## config.mk

```make
export PLATFORM = sky130hd
export DESIGN_NAME = me_mv_buffer
export DESIGN_NICKNAME = d
export VERILOG_FILES = /design/src/rtl/me_pkg.sv /design/src/rtl/me_mv_fifo.sv /design/src/rtl/me_mv_buffer.sv
export SDC_FILE = /design/constraint.sdc
export NUM_CORES = 1
export LEC_CHECK = 0
export BUFFER_PORTS_ARGS = -buffer_cell sky130_fd_sc_hd__buf_2
export CAP_MARGIN = 20
export CORE_ASPECT_RATIO = 2
export CORE_UTILIZATION = 45
export DETAILED_ROUTE_END_ITERATION = 16
export GPL_ROUTABILITY_DRIVEN = 0
export PLACE_DENSITY = 0.73
export SLEW_MARGIN = 25
export SYNTH_ARGS = -nofsm -noshare
export SYNTH_HDL_FRONTEND = slang
export SYNTH_HIERARCHICAL = 1
export SYNTH_SLANG_ARGS = --single-unit
```

## constraint.sdc

```tcl
create_clock -name clk -period 5.4 [get_ports clk]
set_input_delay 0.81 -clock clk [delete_from_list [all_inputs] [get_ports clk]]
set_output_delay 0.81 -clock clk [all_outputs]
set_load 0.01 [all_outputs]
```

## src/rtl/me_pkg.sv

```systemverilog
// ---------------------------------------------------------------------------
// me_pkg - shared types and constants for the motion-estimation result path.
//
// Contents:
//   SAD_W, POS_W, MV_W     field widths (SAD, window position, motion vector)
//   MB_COLS_DEF/ROWS_DEF   default frame size in macroblocks (CIF)
//   MB_X_W, MB_Y_W         coordinate field widths sized from the defaults
//   mv_entry_t             one buffered result {mb_x, mb_y, mv_y, mv_x, sad, intra}
//
// Optional macro: ME_MV_INTRA_EN adds the intra flag bit to mv_entry_t.
// Without it the struct carries no intra storage at all.
// ---------------------------------------------------------------------------
package me_pkg;

  localparam int SAD_W = 14;
  localparam int POS_W = 5;
  localparam int MV_W  = 6;

  localparam int MB_COLS_DEF = 22;
  localparam int MB_ROWS_DEF = 18;

  localparam int MB_X_W = $clog2(MB_COLS_DEF);
  localparam int MB_Y_W = $clog2(MB_ROWS_DEF);

  typedef struct packed {
    logic [MB_X_W-1:0] mb_x;
    logic [MB_Y_W-1:0] mb_y;
    logic [MV_W-1:0]   mv_y;
    logic [MV_W-1:0]   mv_x;
    logic [SAD_W-1:0]  sad;
`ifdef ME_MV_INTRA_EN
    logic              intra;
`endif
  } mv_entry_t;

endpackage

```

## src/rtl/me_mv_fifo.sv

```systemverilog
// ---------------------------------------------------------------------------
// me_mv_fifo - DEPTH x mv_entry_t synchronous FIFO with fall-through head.
//
// Ports:
//   clk    in   clock, rising edge
//   rst    in   synchronous active-low reset
//   push   in   write request (accepted when not full, or full with a pop)
//   pop    in   read request (ignored when empty)
//   din    in   entry to write
//   dout   out  head entry, all-zero while empty
//   full   out  DEPTH entries held
//   empty  out  no entries held
//   level  out  occupancy 0..DEPTH
//
// Storage is registered; the head is read combinationally so a push at edge
// N is visible on dout right after that edge.
// ---------------------------------------------------------------------------
module me_mv_fifo
  import me_pkg::*;
#(
  parameter int DEPTH = 8
) (
  input  logic                   clk,
  input  logic                   rst,
  input  logic                   push,
  input  logic                   pop,
  input  mv_entry_t              din,
  output mv_entry_t              dout,
  output logic                   full,
  output logic                   empty,
  output logic [$clog2(DEPTH):0] level
);

  localparam int AW = $clog2(DEPTH);

  mv_entry_t         mem [DEPTH];
  logic [AW-1:0]     wr_ptr_reg;
  logic [AW-1:0]     rd_ptr_reg;
  logic [AW:0]       count_reg;
  logic              do_pop;
  logic              do_push;

  assign empty   = (count_reg == '0);
  assign full    = (count_reg == (AW+1)'(DEPTH));
  assign level   = count_reg;
  assign do_pop  = pop && !empty;
  // A pop in the same cycle frees the slot, so a full FIFO still accepts.
  assign do_push = push && (!full || do_pop);

  // Zero the head while empty so the output fields read as 0 after reset.
  assign dout = empty ? '0 : mem[rd_ptr_reg];

  always_ff @(posedge clk) begin
    if (do_push) begin
      mem[wr_ptr_reg] <= din;
    end
  end

  // DEPTH is a power of two, so the pointers wrap by natural overflow.
  always_ff @(posedge clk) begin
    if (!rst) begin
      wr_ptr_reg <= '0;
      rd_ptr_reg <= '0;
      count_reg  <= '0;
    end else begin
      if (do_push) wr_ptr_reg <= wr_ptr_reg + 1'b1;
      if (do_pop)  rd_ptr_reg <= rd_ptr_reg + 1'b1;
      case ({do_push, do_pop})
        2'b10:   count_reg <= count_reg + 1'b1;
        2'b01:   count_reg <= count_reg - 1'b1;
        default: count_reg <= count_reg;
      endcase
    end
  end

endmodule

```

## src/rtl/me_mv_buffer.sv

```systemverilog
// ---------------------------------------------------------------------------
// me_mv_buffer - captures per-macroblock best matches from the ME core,
// converts window position to a signed motion vector, tags it with the
// macroblock coordinate and queues it for the entropy coder (valid/ready).
//
// Ports:
//   clk, rst                 clock; synchronous active-low reset
//   MSAD, MSAD_row,
//   MSAD_column, data_valid  best-match result strobe from the ME core
//   mv_valid, mv_ready       output handshake
//   mv_x, mv_y               signed vector (position - MV_OFFSET)
//   mv_sad, mv_intra         SAD of the entry, intra flag
//   mv_mb_x, mv_mb_y         macroblock coordinate of the entry
//   frame_done               pulse after the last macroblock of a frame
//   overflow                 sticky: a result was dropped on a full FIFO
//   level                    FIFO occupancy
//
// Optional macro: ME_MV_INTRA_EN enables the SAD > SAD_THRESH intra flag.
// Without it there is no comparator and mv_intra is tied to 0.
// ---------------------------------------------------------------------------
module me_mv_buffer
  import me_pkg::*;
#(
  parameter int               MB_COLS    = MB_COLS_DEF,
  parameter int               MB_ROWS    = MB_ROWS_DEF,
  parameter int               MV_OFFSET  = 16,
  parameter int               DEPTH      = 8,
  parameter logic [SAD_W-1:0] SAD_THRESH = 14'd2048
) (
  input  logic                       clk,
  input  logic                       rst,
  input  logic [SAD_W-1:0]           MSAD,
  input  logic [POS_W-1:0]           MSAD_row,
  input  logic [POS_W-1:0]           MSAD_column,
  input  logic                       data_valid,
  output logic                       mv_valid,
  input  logic                       mv_ready,
  output logic [MV_W-1:0]            mv_x,
  output logic [MV_W-1:0]            mv_y,
  output logic [SAD_W-1:0]           mv_sad,
  output logic                       mv_intra,
  output logic [$clog2(MB_COLS)-1:0] mv_mb_x,
  output logic [$clog2(MB_ROWS)-1:0] mv_mb_y,
  output logic                       frame_done,
  output logic                       overflow,
  output logic [$clog2(DEPTH):0]     level
);

  localparam int MBX_W = $clog2(MB_COLS);
  localparam int MBY_W = $clog2(MB_ROWS);

  logic [MBX_W-1:0] mb_x_reg;
  logic [MBY_W-1:0] mb_y_reg;
  logic             frame_done_reg;
  logic             overflow_reg;

  mv_entry_t        entry_in;
  mv_entry_t        head;
  logic             fifo_full;
  logic             fifo_empty;
  logic             pop;
  logic             last_col;
  logic             last_row;

  assign last_col = (mb_x_reg == MBX_W'(MB_COLS - 1));
  assign last_row = (mb_y_reg == MBY_W'(MB_ROWS - 1));
  assign pop      = mv_valid && mv_ready;

  // Vector conversion: zero-extend the window position and subtract the
  // centre offset in MV_W bits; wrap-around is the intended truncation.
  always_comb begin
    entry_in      = '0;
    entry_in.mb_x = MB_X_W'(mb_x_reg);
    entry_in.mb_y = MB_Y_W'(mb_y_reg);
    entry_in.mv_x = {1'b0, MSAD_column} - MV_W'(MV_OFFSET);
    entry_in.mv_y = {1'b0, MSAD_row}    - MV_W'(MV_OFFSET);
    entry_in.sad  = MSAD;
`ifdef ME_MV_INTRA_EN
    entry_in.intra = (MSAD > SAD_THRESH);
`endif
  end

  me_mv_fifo #(
    .DEPTH (DEPTH)
  ) u_fifo (
    .clk   (clk),
    .rst   (rst),
    .push  (data_valid),
    .pop   (pop),
    .din   (entry_in),
    .dout  (head),
    .full  (fifo_full),
    .empty (fifo_empty),
    .level (level)
  );

  assign mv_valid = !fifo_empty;
  assign mv_x     = head.mv_x;
  assign mv_y     = head.mv_y;
  assign mv_sad   = head.sad;
  assign mv_mb_x  = MBX_W'(head.mb_x);
  assign mv_mb_y  = MBY_W'(head.mb_y);
`ifdef ME_MV_INTRA_EN
  assign mv_intra = head.intra;
`else
  assign mv_intra = 1'b0;
`endif

  // The position counter tracks every result the core produces, stored or
  // dropped, so coordinates stay aligned with the frame after a loss.
  always_ff @(posedge clk) begin
    if (!rst) begin
      mb_x_reg       <= '0;
      mb_y_reg       <= '0;
      frame_done_reg <= 1'b0;
      overflow_reg   <= 1'b0;
    end else begin
      frame_done_reg <= data_valid && last_col && last_row;
      if (data_valid) begin
        if (last_col) begin
          mb_x_reg <= '0;
          mb_y_reg <= last_row ? '0 : mb_y_reg + 1'b1;
        end else begin
          mb_x_reg <= mb_x_reg + 1'b1;
        end
      end
      if (data_valid && fifo_full && !pop) begin
        overflow_reg <= 1'b1;
      end
    end
  end

  assign frame_done = frame_done_reg;
  assign overflow   = overflow_reg;

endmodule
```

==> results of run 1 <==
cell type report:
class / instances / area (sq um)
Clock buffer: 29 / 683.2
Clock inverter: 19 / 232.7
Fill cell: 2034 / 12710
Inverter: 12 / 45.04
Multi-Input combinational cell: 252 / 2992
Sequential cell: 313 / 9158
Tap cell: 348 / 435.4
Timing Repair Buffer: 83 / 543.0
cell usage in the layout, fill, tap and decap left out, drive strengths merged, types with 6 or more instances in the layout:
| cell type | n |
|---|---|
| buf | 83 |
| clkbuf | 29 |
| clkinv | 11 |
| dfxtp | 25 |
| edfxtp | 288 |
| ha | 8 |
| inv | 14 |
| mux2i | 39 |
| mux4 | 72 |
| nor2 | 55 |
| nor3 | 6 |
| xor2 | 6 |
power by group:
part,switching (mW),total [mW],internal (mW)
Combinational,0.661,1.23,0.569
Sequential,0.126,2.89,2.76
Clock,0.825,1.98,1.16
Total,1.61,6.10,4.49
worst reg2reg max path: stages, from the launching register on:
cell and delay [ps]:
dfxtp_1 520, nor4_2 80, buf_4 290, nor2b_1 540
nand2b_1 270, o21ai_4 140, nor4_4 620, buf_4 530
per-layer routing:
metal  up-vias  track usage  routed length [um]
met5         -            0                   0
met4         0      0.07211                 555
met3        33      0.01672                 795
met2       154       0.3346               13550
met1      3071       0.2038                8834
li1       2610            -                   -
kinds of logic (layout without fill, tap and decap cells):
group	count (synthesis)	in the layout	synth area share
flip-flops	313	313	0.7464
AO/OA/AOI/OAI	25	25	0.01725
XOR/XNOR	11	11	0.007860
other	1	1	0.0003060
buffers and inverters	41	143	0.01623
multiplexers	111	111	0.1641
adder cells (fa/ha/maj)	9	9	0.009800
AND/OR/NAND/NOR	95	95	0.03797
stage by stage:
stage	setup slack (ps)	instances	hold WS, ps	area (sq um)
finish	1726	1056	492.6	14090
global route	1520	1056	515.3	14090
CTS	1593	1055	486.2	14040
detailed placement	2011	1007	459.9	13130
global placement	2032	1004	459.6	13070
floorplan	658.5	606	484.7	12260
worst max-delay path by stage:
| stage | to | cells past startpoint | start |
|---|---|---|---|
| 6_report | mv_sad[0] | 5 | register |
| 5_1_grt | mv_sad[0] | 5 | register |
| 4_1_cts | mv_sad[0] | 5 | register |
| 3_5_place_dp | u_fifo/mem[0][23] | 7 | u_fifo/level[1] |
| 3_3_place_gp | u_fifo/mem[5][17] | 5 | mv_ready |
| 2_1_floorplan | u_fifo/mem[4][0] | 8 | u_fifo/level[0] |
==> impl_metrics.toml, run 1 <==
[setup_path]
cp_max_fo = 34
crit-reg2reg-launch = "u_fifo/level[0]"
crit_family = "multiplexers"
setup.worst_path.end_class = "output pin"
regToRegSetupSlack_ps = 2030
cpMaxStageDelayCell = "dfxtp_4"
worstPathArrival_ps = 2860
r2r_cells = 7
crit_buf_inv = 2
worstSetupStartpointType = "register"
cp.required_ps = 4590
criticalPathCategory = "reg -> out"
cp_slowest_stage_delay_ps = 780
crit_chain = "buf_4 -> mux4_2 -> mux2i_1 -> nor2_1 -> buf_2"
rr_endpoint = "u_fifo/mem[0][17]"

[cells_and_area]
n_antenna_cell = 0
largest_reg_flops = 288
final_util = 0.5257
nNetsFinal = 725
area.growth.synth_to_final_pct = 14.94
layout-drive-gt1-share = 0.3008

[placement]
hpwl_um = 14450
io_buffers = 70

[floorplanning]
fp.dieW_um = 118.7
core_sq_mm = 0.02680
num_io_pins = 72
fp-row-count = 85
start_util = 0.4573
die_h_um = 235.4
die_area_sq_mm = 0.02794

[power]
p_leak_nw = 4.522
vdd_drop_max_v = 0.0002646
power.density_mw_per_mm2 = 433.1
finalPower_mw = 6.102

[min_path]
hold_path_depth = 1
hold_start = "overflow"
hold_end = "overflow"
worst_hold_path_type = "reg -> reg"

[logic_synthesis]
synth_cell_types = 47
syn_nets = 643
synth.avg_cell_area_sq_um = 20.23
synth_edf_count = 288
syn_area_sq_mm = 0.01226
synth_seq_cells = 313
synth-warning-count = 6
synth_flop_cell = "edfxtp_1"
synth_top_area_share = 0.7056
synth_cells = 606
async_flop_share = 0
ys_top_cells_by_area = "edfxtp_1, mux4_2, dfxtp_1"
ys_top_cells_by_count = "edfxtp_1, mux4_2, nor2_1, mux2i_1, dfxtp_1"
ys_seq_area_frac = 0.7464
yosys.area.top_type = "edfxtp_1"
yosysMostFrequentCell = "edfxtp_1"

[clock_network]
htree_levels = 1
cts_hold_buf = 0
cts_root_buf = "clkbuf_16"
ctsResizeCount = 0
post_cts.repair.setup_buffers = 0
cts_made_buffers = 26
cts_tree = "done"
insertion_delay_ps = 530
clk_pin_slew_ps = 70
clockBufferDepth = 3
clock_sinks = 313

[grt]
grt_max_degree = 73
gr-total-overflow = 0
grt_pass1_wl_um = 37690
grt_usage = 0.1777
grt_pass1_vias = 6522
antenna_found_initial = 0

[sta]
fmax_mhz = 272.2
skew_ps = 10.70
setup_tns_ps = 0
layout_min_cycle_time_ps = 3674
period_share = 0.6804
rsz0062_at_grt = "no"
slew_violations = 0
worst_pin_slew_ps = 769.8
slew_headroom = 0.4830
hold_viol_final = 0
setup_violations = 0

[status]
outcome = "complete, no violations"

[detailed_routing]
ant_nets = 0
wl_um = 23740
viasPerCell = 5.557
num_vias = 5868
wl_per_cell_um = 22.48
drt-initial-drc-count = 471
drt-pass1-iter-count = 7
drc_errors = 0

[run]
maxCapViolations = 0
Note: power is estimated with default switching activity, not from simulation.
==> run 2: changes to the inputs <==
--- a/config.mk
+++ b/config.mk
@@ -5,13 +5,14 @@
 export SDC_FILE = /design/constraint.sdc
 export NUM_CORES = 1
 export LEC_CHECK = 0
+export ABC_AREA = 1
 export BUFFER_PORTS_ARGS = -buffer_cell sky130_fd_sc_hd__buf_2
 export CAP_MARGIN = 20
 export CORE_ASPECT_RATIO = 2
 export CORE_UTILIZATION = 45
 export DETAILED_ROUTE_END_ITERATION = 16
 export GPL_ROUTABILITY_DRIVEN = 0
-export PLACE_DENSITY = 0.73
+export PLACE_DENSITY = 0.71
 export SLEW_MARGIN = 25
 export SYNTH_ARGS = -nofsm -noshare
 export SYNTH_HDL_FRONTEND = slang
==> constraint.sdc (replaced) <==
create_clock -name clk -period 3.5 [get_ports clk]
set_input_delay 0.525 -clock clk [delete_from_list [all_inputs] [get_ports clk]]
set_output_delay 0.525 -clock clk [all_outputs]
set_load 0.01 [all_outputs]
==> run 2 against run 1 <==
  * Cell count up 36%
  * Via count up 34%
  * Worst hold slack worse by 230 ps
  * Utilization down 0.61 points
  * Sequential cell count unchanged
  * Largest cell class unchanged
  * Combinational power up 100%
  * Global-route usage up 0.96 points
  * Critical path depth up 1
  * Largest power group unchanged
  * Highest routed layer unchanged
==> impl_metrics.toml, run 2 <==
[clock_network]
cts_root_buf = "clkbuf_16"
post_cts.repair.setup_buffers = 0
htree_levels = 1
clk_pin_slew_ps = 70
clock_sinks = 313
insertion_delay_ps = 540
cts_tree = "done"
clockBufferDepth = 3
cts_made_buffers = 26
cts_hold_buf = 0
ctsResizeCount = 0

[setup_path]
cp.required_ps = 2970
criticalPathCategory = "reg -> out"
worstPathArrival_ps = 2510
setup.worst_path.end_class = "output pin"
worstSetupStartpointType = "register"
regToRegSetupSlack_ps = 860
cp_max_fo = 74

[grt]
grt_pass1_vias = 7962
grt_pass1_wl_um = 41430
grt_usage = 0.1872
grt_max_degree = 95
gr-total-overflow = 0
antenna_found_initial = 0

[logic_synthesis]
synth_cells = 1001
ys_seq_area_frac = 0.7249
synth.avg_cell_area_sq_um = 12.61
yosys.area.top_type = "edfxtp_1"
yosysMostFrequentCell = "edfxtp_1"
ys_top_cells_by_area = "edfxtp_1, nor2_1, o21ai_0"
synth_seq_cells = 313
ys_top_cells_by_count = "edfxtp_1, nor2_1, o21ai_0, o21ai_1, nand2_1"
syn_nets = 1038
syn_area_sq_mm = 0.01262
synth_top_area_share = 0.6852
synth_cell_types = 35
async_flop_share = 0
synth_edf_count = 288
synth-warning-count = 6
synth_flop_cell = "edfxtp_1"

[power]
p_sw_frac = 0.3097
p_int_mw = 6.828
finalPower_mw = 9.890
p_clk_frac = 0.308
power.density_mw_per_mm2 = 691.1
switching_power_mw = 3.063
vdd_drop_max_v = 0.0007755
p_leak_nw = 4.932
seqPwrFrac = 0.444
power_frac_comb = 0.249

[cells_and_area]
nNetsFinal = 1099
layout_common_cells = "edfxtp_1, nor2_1, o21ai_0"
area.growth.synth_to_final_pct = 13.39
layout-drive-gt1-share = 0.1488
final_cells = 1434
largest_reg_flops = 288
final_util = 0.5195
final_common_cell = "edfxtp_1"
n_antenna_cell = 0

[sta]
slew_violations = 0
worst_pin_slew_ps = 819.9
skew_ps = 12.74
hold_viol_final = 0
setup_violations = 0
period_share = 0.8681
slew_headroom = 0.4526
rsz0062_at_grt = "no"
fmax_mhz = 329.1
layout_min_cycle_time_ps = 3038
setup_tns_ps = 0

[floorplanning]
die_h_um = 238.8
core_sq_mm = 0.02755
start_util = 0.4582
fp.dieW_um = 120.4
fp-row-count = 86
die_area_sq_mm = 0.02876
num_io_pins = 72

[detailed_routing]
wl_um = 26690
ant_nets = 0
drt-pass1-iter-count = 5
num_vias = 7879
wl_per_cell_um = 18.61
viasPerCell = 5.494
drc_errors = 0
drt-initial-drc-count = 579

[status]
outcome = "complete, no violations"

[placement]
io_buffers = 70
hpwl_um = 15630
dp.cells = 1386

[min_path]
worst_hold_path_type = "in -> reg"

[run]
maxCapViolations = 0
[run 2: worst max-delay path, cell delays in order, from the launching register on]
cell and delay [ps]:
dfxtp_4 850, buf_4 380, o21ai_0 130, o21ai_0 160, o21ai_0 90, nor2_1 200
buf_2 160
[run 2: cell type report]
class,count,area (sq um)
inverter,34,130.1
fill,2366,13240
clock inverter,15,200.2
tap,352,440.4
sequential,313,9156
multi-input combinational,597,3075
timing repair buffer,90,600.6
clock buffer,33,708.2
[run 2: through the flow]
| step | instance area, sq um | setup slack, ps | hold slack (ps) |
|---|---|---|---|
| floorplan | 12620 | -123.4 | 433.1 |
| CTS | 14310 | 409.6 | 242.9 |
| global placement | 13400 | 935.8 | 446.1 |
| global route | 14310 | 300.2 | 240.8 |
| detailed placement | 13400 | 876.1 | 460.3 |
| finish | 14310 | 461.6 | 257.9 |
[run 2: layer usage]
| metal | global-route usage | vias to the layer above | share of wire |
|---|---|---|---|
| met4 | 0.08268 | 0 | 0.032 |
| met5 | 0 | - | 0 |
| met1 | 0.2048 | 3906 | 0.37 |
| met3 | 0.02314 | 55 | 0.043 |
| met2 | 0.3551 | 205 | 0.56 |
| li1 | - | 3713 | - |
[run 2: power by group through the flow]
stage	clock network (mW)	logic, mW	registers [mW]
3_3_place_gp	0	2.42	4.46
2_1_floorplan	0	1.76	4.37
3_5_place_dp	0	2.46	4.47
5_1_grt	3.22	2.73	4.41
6_report	3.04	2.46	4.39
4_1_cts	3.09	2.48	4.39
[run 2: cell families (layout without fill, tap and decap cells)]
group           Yosys count  in the layout  synth area share
compound gates          238            238           0.09854
xor+xnor                  2              2          0.001388
fa+ha+maj                 9              9          0.009518
buf+inv                  91            172           0.03619
flops                   313            313            0.7249
mux                      36             36           0.02855
other cells               1              1         0.0002971
simple gates            311            311            0.1006
[run 2: final timing paths]
| check | startpoint | to | depth (start not counted) |
|---|---|---|---|
| max | register | mv_sad[0] | 6 |
| min | MSAD_row[2] | u_fifo/mem[3][22] | 1 |
| max reg2reg | u_fifo/level[3] | u_fifo/mem[6][21] | 11 |
| min reg2reg | overflow | overflow | 2 |
==> run 3: changes to the inputs <==
==> constraint.sdc (replaced) <==
create_clock -name clk -period 3.4 [get_ports clk]
set_input_delay 0.51 -clock clk [delete_from_list [all_inputs] [get_ports clk]]
set_output_delay 0.51 -clock clk [all_outputs]
set_load 0.01 [all_outputs]
==> run 3 against run 2 <==
  * Non-clock buffer count is 2 lower
  * Utilization fell by 0.54 points
  * Final area fell by 1.0%
  * Critical path type unchanged
  * Total power about the same
  * Register-to-register slack worse by 70 ps
  * Wire length is 3.5% lower
  * Combinational power is 4% higher
  * Sequential power is 2% higher
==> impl_metrics.toml, run 3 (synthesis gave the netlist of run 2 again) <==
[cells_and_area]
n_antenna_cell = 0
layout_common_cells = "edfxtp_1, nor2_1, o21ai_0"
area.growth.synth_to_final_pct = 12.22
final_common_cell = "edfxtp_1"
fill_cells = 2353
seqCellArea_sq_mm = 0.009156
multiInputGateArea_sq_mm = 0.003075
final_util = 0.5142
final_cells = 1429
largest_reg_flops = 288
layout-drive-gt1-share = 0.1402
design_area_sq_mm = 0.01416
nNetsFinal = 1096

[detailed_routing]
viasPerCell = 5.438
drt-initial-drc-count = 484
drt-pass1-iter-count = 5
wl_um = 25760
ant_nets = 0
num_vias = 7771
wl_per_cell_um = 18.03
drc_errors = 0

[setup_path]
cp.required_ps = 2890
criticalPathCategory = "reg -> out"
setup.worst_path.end_class = "output pin"
worstPathArrival_ps = 2430
worstSetupStartpointType = "register"
cp_max_fo = 70

[placement]
placedInstanceArea_sq_mm = 0.01336
io_buffers = 70
dpl_worst_slack_ps = 806.5
dp.cells = 1384
hpwl_um = 14680

[sta]
period_share = 0.8659
slew_violations = 0
worst_pin_slew_ps = 811.8
setup_violations = 0
timing.hold.ws_ps = 246.1
layout_min_cycle_time_ps = 2944
fmax_mhz = 339.6
slew_headroom = 0.4580
skew_ps = 13.41
hold_viol_final = 0
rsz0062_at_grt = "no"
layout_setup_ws_ps = 455.8
setup_tns_ps = 0

[clock_network]
ctsResizeCount = 0
cts_made_buffers = 25
cts_hold_buf = 0
cts_root_buf = "clkbuf_16"
clockBufferDepth = 3
insertion_delay_ps = 530
clock_sinks = 313
cts_tree = "done"
htree_levels = 1
post_cts.repair.setup_buffers = 0
clk_pin_slew_ps = 70

[power]
power.density_mw_per_mm2 = 698.1
finalPower_mw = 9.888
vdd_drop_max_v = 0.0005354
p_leak_nw = 4.872

[grt]
gr-total-overflow = 0
grt_usage = 0.1832
grt_pass1_wl_um = 40530
antenna_found_initial = 1
grt_max_degree = 87
grt_pass1_vias = 7965

[status]
outcome = "complete, no violations"

[floorplanning]
num_io_pins = 72
die_h_um = 238.8
start_util = 0.4582
fp.dieW_um = 120.4
fp-row-count = 86
die_area_sq_mm = 0.02876
core_sq_mm = 0.02755

[run]
maxCapViolations = 0

[min_path]
worst_hold_path_type = "in -> reg"
==> run 3: cell types whose count changed in the layout (fill, tap and decap cells not counted) <==
cell	change
clkinv_1	+6
buf_12	-2
clkbuf_16	-2
clkinv_4	-2
clkinvlp_4	-2
bufinv_16	-1
clkbuf_1	-1
clkbuf_8	-1
==> run 3: cell type report <==
class | instances | area share
flip-flops and latches | 313 | 0.6465
multi-input cells | 597 | 0.2171
clock buffers | 29 | 0.04523
repair buffers | 88 | 0.03958
well taps | 352 | 0.03110
clock inverters | 16 | 0.01131
inverters | 34 | 0.009187
==> run 3: routing by layer <==
metal  vias to the layer above  global-route usage  share of wire
li1                       3707                   -              -
met1                      3760              0.2014           0.37
met2                       238              0.3391           0.55
met3                        64             0.02123          0.047
met4                         2             0.09877          0.038
met5                         -                   0        0.00050
==> run 3: where the power goes <==
group / leakage [nW] / switching [mW] / total, mW / internal (mW)
combinational: 1.65 / 1.67 / 2.55 / 0.878
clock: 0.391 / 1.27 / 2.86 / 1.59
sequential: 2.83 / 0.131 / 4.48 / 4.35
total: 4.87 / 3.07 / 9.89 / 6.82
==> run 3: path summary, 6_finish.rpt <==
path | start | to | slack (ps) | depth (start not counted)
min reg2reg | u_fifo/rd_ptr_reg[2] | u_fifo/rd_ptr_reg[2] | 480 | 2
min | MSAD_column[1] | u_fifo/mem[0][15] | 250 | 1
max | register | mv_mb_x[4] | 460 | 6
max reg2reg | u_fifo/level[3] | u_fifo/mem[6][17] | 790 | 11
==> run 3: critical path: stages, from the launching register on <==
cell	delay [ps]
dfxtp_4	680
buf_12	350
o21ai_0	160
o21ai_0	190
o21ai_0	100
nor2_1	220
buf_2	170
